## config.mk

```make
export PLATFORM = sky130hd
export DESIGN_NAME = tri_fetch_arbiter
export DESIGN_NICKNAME = d
export VERILOG_FILES = /design/src/rtl/tri_fetch_arbiter.sv
export SDC_FILE = /design/constraint.sdc
export NUM_CORES = 1
export LEC_CHECK = 0
export ABC_CLOCK_PERIOD_IN_PS = 1700
export CAP_MARGIN = 25
export CORE_AREA = 4 4 124 126
export DETAILED_ROUTE_END_ITERATION = 6
export DIE_AREA = 0 0 128 130
export PLACE_DENSITY = 0.58
export SYNTH_ARGS = -nofsm -noshare
export SYNTH_HDL_FRONTEND = slang
export SYNTH_SLANG_ARGS = --single-unit
export TNS_END_PERCENT = 20
```

## constraint.sdc

```tcl
create_clock -name clock -period 1.7 [get_ports clock]
set_input_delay 0.34 -clock clock [delete_from_list [all_inputs] [get_ports clock]]
set_output_delay 0.34 -clock clock [all_outputs]
set_load 0.1 [all_outputs]
```

## src/rtl/tri_fetch_arbiter.sv

```systemverilog
// tri_fetch_arbiter: round-robin, burst-locked sharing of the triangle RAM read port between two traversal lanes.
// Latency: ready/ram_en/ram_addr are combinational with the request; the lane's response is valid RD_LAT cycles after its handshake.
// Backpressure: the non-owning lane sees ready=0 while a burst is open; responses cannot be stalled. Optional TRI_ARB_STATS_EN adds counters.
module tri_fetch_arbiter #(
  parameter int ADDR_W = 20,
  parameter int DATA_W = 128,
  parameter int RD_LAT = 2
) (
  input  logic              clock,
  input  logic              reset,
  input  logic              req0_valid,
  input  logic              req0_last,
  input  logic [ADDR_W-1:0] req0_addr,
  output logic              req0_ready,
  output logic              rsp0_valid,
  input  logic              req1_valid,
  input  logic              req1_last,
  input  logic [ADDR_W-1:0] req1_addr,
  output logic              req1_ready,
  output logic              rsp1_valid,
  output logic [DATA_W-1:0] rsp_data,
  output logic              ram_en,
  output logic [ADDR_W-1:0] ram_addr,
  input  logic [DATA_W-1:0] ram_rdata
`ifdef TRI_ARB_STATS_EN
  ,
  output logic [31:0]       stat_grant0,
  output logic [31:0]       stat_grant1,
  output logic [31:0]       stat_conflict
`endif
);

  typedef enum logic [1:0] {
    IDLE  = 2'd0,
    LOCK0 = 2'd1,
    LOCK1 = 2'd2
  } state_t;

  state_t            state, state_nxt;
  logic              prio, prio_nxt;
  logic              grant0, grant1;
  logic [RD_LAT-1:0] tag_vld;
  logic [RD_LAT-1:0] tag_lane;

  // Grant selection; a non-last beat locks the port to its lane, a last beat releases it and hands priority to the other lane
  always_comb begin
    grant0    = 1'b0;
    grant1    = 1'b0;
    state_nxt = state;
    prio_nxt  = prio;
    case (state)
      IDLE: begin
        if (req0_valid && (!req1_valid || !prio)) grant0 = 1'b1;
        else if (req1_valid)                      grant1 = 1'b1;
      end
      LOCK0:   grant0 = req0_valid;
      LOCK1:   grant1 = req1_valid;
      default: state_nxt = IDLE;
    endcase
    if (grant0) begin
      state_nxt = req0_last ? IDLE : LOCK0;
      if (req0_last) prio_nxt = 1'b1;
    end else if (grant1) begin
      state_nxt = req1_last ? IDLE : LOCK1;
      if (req1_last) prio_nxt = 1'b0;
    end
  end

  // Lock state and round-robin pointer
  always_ff @(posedge clock) begin
    if (reset) begin
      state <= IDLE;
      prio  <= 1'b0;
    end else begin
      state <= state_nxt;
      prio  <= prio_nxt;
    end
  end

  assign req0_ready = grant0;
  assign req1_ready = grant1;
  assign ram_en     = grant0 | grant1;
  assign ram_addr   = grant0 ? req0_addr : (grant1 ? req1_addr : '0);
  assign rsp_data   = ram_rdata;

  // Tag pipeline tracking which lane owns each read in flight through the RAM
  always_ff @(posedge clock) begin
    if (reset) begin
      tag_vld  <= '0;
      tag_lane <= '0;
    end else begin
      tag_vld[0]  <= ram_en;
      tag_lane[0] <= grant1;
      for (int i = 1; i < RD_LAT; i++) begin
        tag_vld[i]  <= tag_vld[i-1];
        tag_lane[i] <= tag_lane[i-1];
      end
    end
  end

  // Reads accepted before a reset never answer, including one landing in the reset cycle itself
  assign rsp0_valid = tag_vld[RD_LAT-1] & ~tag_lane[RD_LAT-1] & ~reset;
  assign rsp1_valid = tag_vld[RD_LAT-1] &  tag_lane[RD_LAT-1] & ~reset;

`ifdef TRI_ARB_STATS_EN
  logic conflict;
  assign conflict = (req0_valid & ~grant0) | (req1_valid & ~grant1);

  // Free-running wrap-around counters of grants per lane and stalled-request cycles
  always_ff @(posedge clock) begin
    if (reset) begin
      stat_grant0   <= '0;
      stat_grant1   <= '0;
      stat_conflict <= '0;
    end else begin
      if (grant0)   stat_grant0   <= stat_grant0 + 32'd1;
      if (grant1)   stat_grant1   <= stat_grant1 + 32'd1;
      if (conflict) stat_conflict <= stat_conflict + 32'd1;
    end
  end
`endif

endmodule

```

==> impl_results.md <==
- Seq pwr share: 0.108
- GP Congestion: 0.691
- Critical path's top delay family: buffers and inverters
- Synth warn: 0
- Critical Path Slowest Stage Cell: dfxtp_2
- Die ar.: 16,600 um2
- Post-Layout Cell Count: 335
- Worst Path Buf+Inv: 4
- Met2 Resource Use GR: 0.112
- Global Route Usage Sum: 0.0608
- M1 GR Usage: 0.0459
- PortBufs: 70
- Placed Cells: 314
- Die height: 130 um
- Core Area: 14,300 um2
- Max Cap Viol: 0
- Via density: 3.04
- Worst-margin pin slew: 0.466 ns
- H-tree Lvls: 1
- DRC viols: 0
- P_leak: 0.874 nW
- Avg Synthesized Cell Area: 8.15 um2
- Clk sinks: 7
- Worst Setup Path Type: flip-flop to output port
- Number of synthesized flops with an enable pin: 0
- Crit path depth: 7
- Crit path from: state[0]
- Skew final: 0.00210 ns
- Pwr dens: 772 nW/um2
- Commonest cells post-synth: buf_4, a22o_1, dfxtp_1
- Seq cells post-synth: 7
- Hold Crit Start: tag_vld[0]
- Synth cell types: 21
- Seq. cell area: 144 um2
- Initial Util: 0.104
- Cell Int Power: 0.00100 W
- Clk Latency, worst-skew pair: 0.23 ns
- Ports: 327
- Die W: 128 um
- Top-count cell post-synth: buf_4
- Crit path DAT: 1.71 ns
- Worst Path Max Fanout: 5
- Met3 usage: 0.0168
- Fill cell count: 1,584
- Slowest stage delay, CP: 0.32 ns
- Worst path cell trace: buf_6, and2b_4, a21oi_4, buf_12, buf_16, a22o_1, buf_12
- Tot Pwr: 0.00174 W
- Maximum VDD drop: 0.238 mV
- Area of the multi-input gates: 539 um2
- Global-route wire length before repair: 7340 um
- Max Slew Vio Count: 0
- CTS Buffer Depth: 2
- DR pass1 iterations: 3
- Syn_nets: 356
- Antenna viol nets, final: 0
- Final setup margin: -0.352 ns
- Worst min-delay path class: flip-flop to flip-flop
- Synth area leader: buf_4
- Multiplexer share of the synthesized area: 0
- Area growth syn-to-layout: 51.4%
- Violated checks: setup timing
- Final TNS setup: -6.27 ns
- # nets final: 324
- Clock slew seen by the registers of the worst setup and hold paths: 0.04 ns
- Worst Setup End Kind: output port
- Seq/Total Area, Yosys: 0.0944
- Ys async rst share: 0
- Netlist Area Pre-Place: 1480 um2
- Final Hold Fails: 0
- Cells after synthesis: 182
- RSZ-0062 raised after global routing: true
- Fin crit period: 2.05 ns
- Post-synthesis compound-gate area fraction: 0.165
- Initial antenna violation count: 2
- Crit path to: ram_addr[8]
- Share of layout cells above drive strength 1: 0.550
- Vias in the first global route: 1,166
- Setup violations, final: 23
- Worst r2r path cells: 5
- GRT Max-Usage Layer: met2
- Largest family of logic cells by synthesized area: buffers and inverters
- Gr ovfl total: 0
- R2r endpoint: prio
- Top_reg_cell synth: dfxtp_1
- Crit share post-route: 1.21
- Reg-to-Reg Start: state[0]
- Startpoint Class: flip-flop
- R2R Setup Slk: 0.52 ns
- Peak Freq: 487 MHz
- Status: finished with violations
- Synth top area cells: buf_4, a22o_1, dfxtp_1
- Switching share of power: 0.421
- CTS tree: yes
- Root buffer selected by CTS: clkbuf_16
- Most frequent CP cell: buf_12
- CTS Buf Count: 3
- Wirelength per Cell: 16.1 um
- Largest net degree at the start of global routing: 11
- Num rows: 44
- Via count of the routed design: 1,018
- Post-synthesis simple-gate area fraction: 0.0599
- XOR/XNOR share of the synthesized area: 0
- Clock power share: 0.228
- Comb power frac: 0.664
- Area share of fa/ha/maj cells after synthesis: 0
- Yosys top cell area share: 0.653
- Sw power: 0.000731 W
- Drt total wl: 5380 um
- Iteration-0 DRC Markers: 29
- CP required: 1.36 ns
- Relative slew slack: 0.689
power by group through the flow:
stage,Combinational [W],Sequential (W),Clock [W]
CTS,0.00114,0.000187,0.000398
detailed placement,0.000989,0.000187,0
floorplan,0.00198,0.000186,0
finish,0.00115,0.000187,0.000396
global placement,0.000984,0.000186,0
global route,0.00119,0.000188,0.000416
worst register-to-register path: cells and delay by family (launching register included):
kind            cells  cell delay (ns)
buf+inv             3             0.34
flops               1             0.32
compound gates      1             0.24
simple gates        1             0.19
cells by family after synthesis:
kind of cell | after synthesis
compound gates | 28
flops | 7
buf+inv | 134
simple gates | 13
registers in the layout (all words and copies together) (netlist names):
signal	cells
state	2
tag_lane	2
tag_vld	2
prio	1
layer usage:
layer	vias to the layer above	share of wire
met4	0	0.084
met1	471	0.28
li1	412	-
met2	91	0.54
met3	44	0.10
met5	-	0
cell usage in the layout (no fill, tap or decap), types with 2 or more instances in the layout:
cell	instances
buf_6	5
dfxtp_1	4
nand2b_1	2
nor3b_4	2
nor2_4	2
a22o_4	18
clkbuf_16	3
buf_12	28
nor2b_1	2
clkdlybuf4s50_1	43
nand2_1	2
a22o_1	2
dfxtp_2	3
diode_2	2
buf_4	13
a21oi_1	3
buf_16	3
repair_timing:
item,CTS,global route
hold endpoints to repair,0,0
setup buffers,9,2
hold buffers,0,0
setup endpoints to repair,23,23
resized for setup,30,3
pin swaps,22,0
cloned,5,0
per-stage QoR:
step | hold slack [ns] | utilization | cell area (um2) | setup slack, ns
2_1_floorplan | 0.414 | - | 1530 | -0.260
3_3_place_gp | 0.446 | 0.126 | 1800 | -0.835
3_5_place_dp | 0.450 | 0.126 | 1800 | -0.886
4_1_cts | 0.457 | 0.154 | 2200 | -0.332
5_1_grt | 0.463 | 0.157 | 2250 | -0.416
6_report | 0.454 | 0.157 | 2250 | -0.352
how the worst min path moves through the flow:
stage,slack [ns],endpoint,depth (start not counted)
global route,0.46,tag_lane[1],1
floorplan,0.41,tag_lane[1],1
CTS,0.46,tag_lane[1],1
global placement,0.45,tag_vld[1],1
detailed placement,0.45,tag_vld[1],1
finish,0.45,tag_vld[1],1
final cells by class:
| type | instances | area share |
|---|---|---|
| multi-input combinational | 43 | 0.240 |
| antenna | 2 | 0.00223 |
| clock buffer | 4 | 0.0351 |
| inverter | 1 | 0.00167 |
| tap | 184 | 0.102 |
| timing repair buffer | 94 | 0.555 |
| sequential | 7 | 0.0640 |
Power figures use the tool's default switching activity.
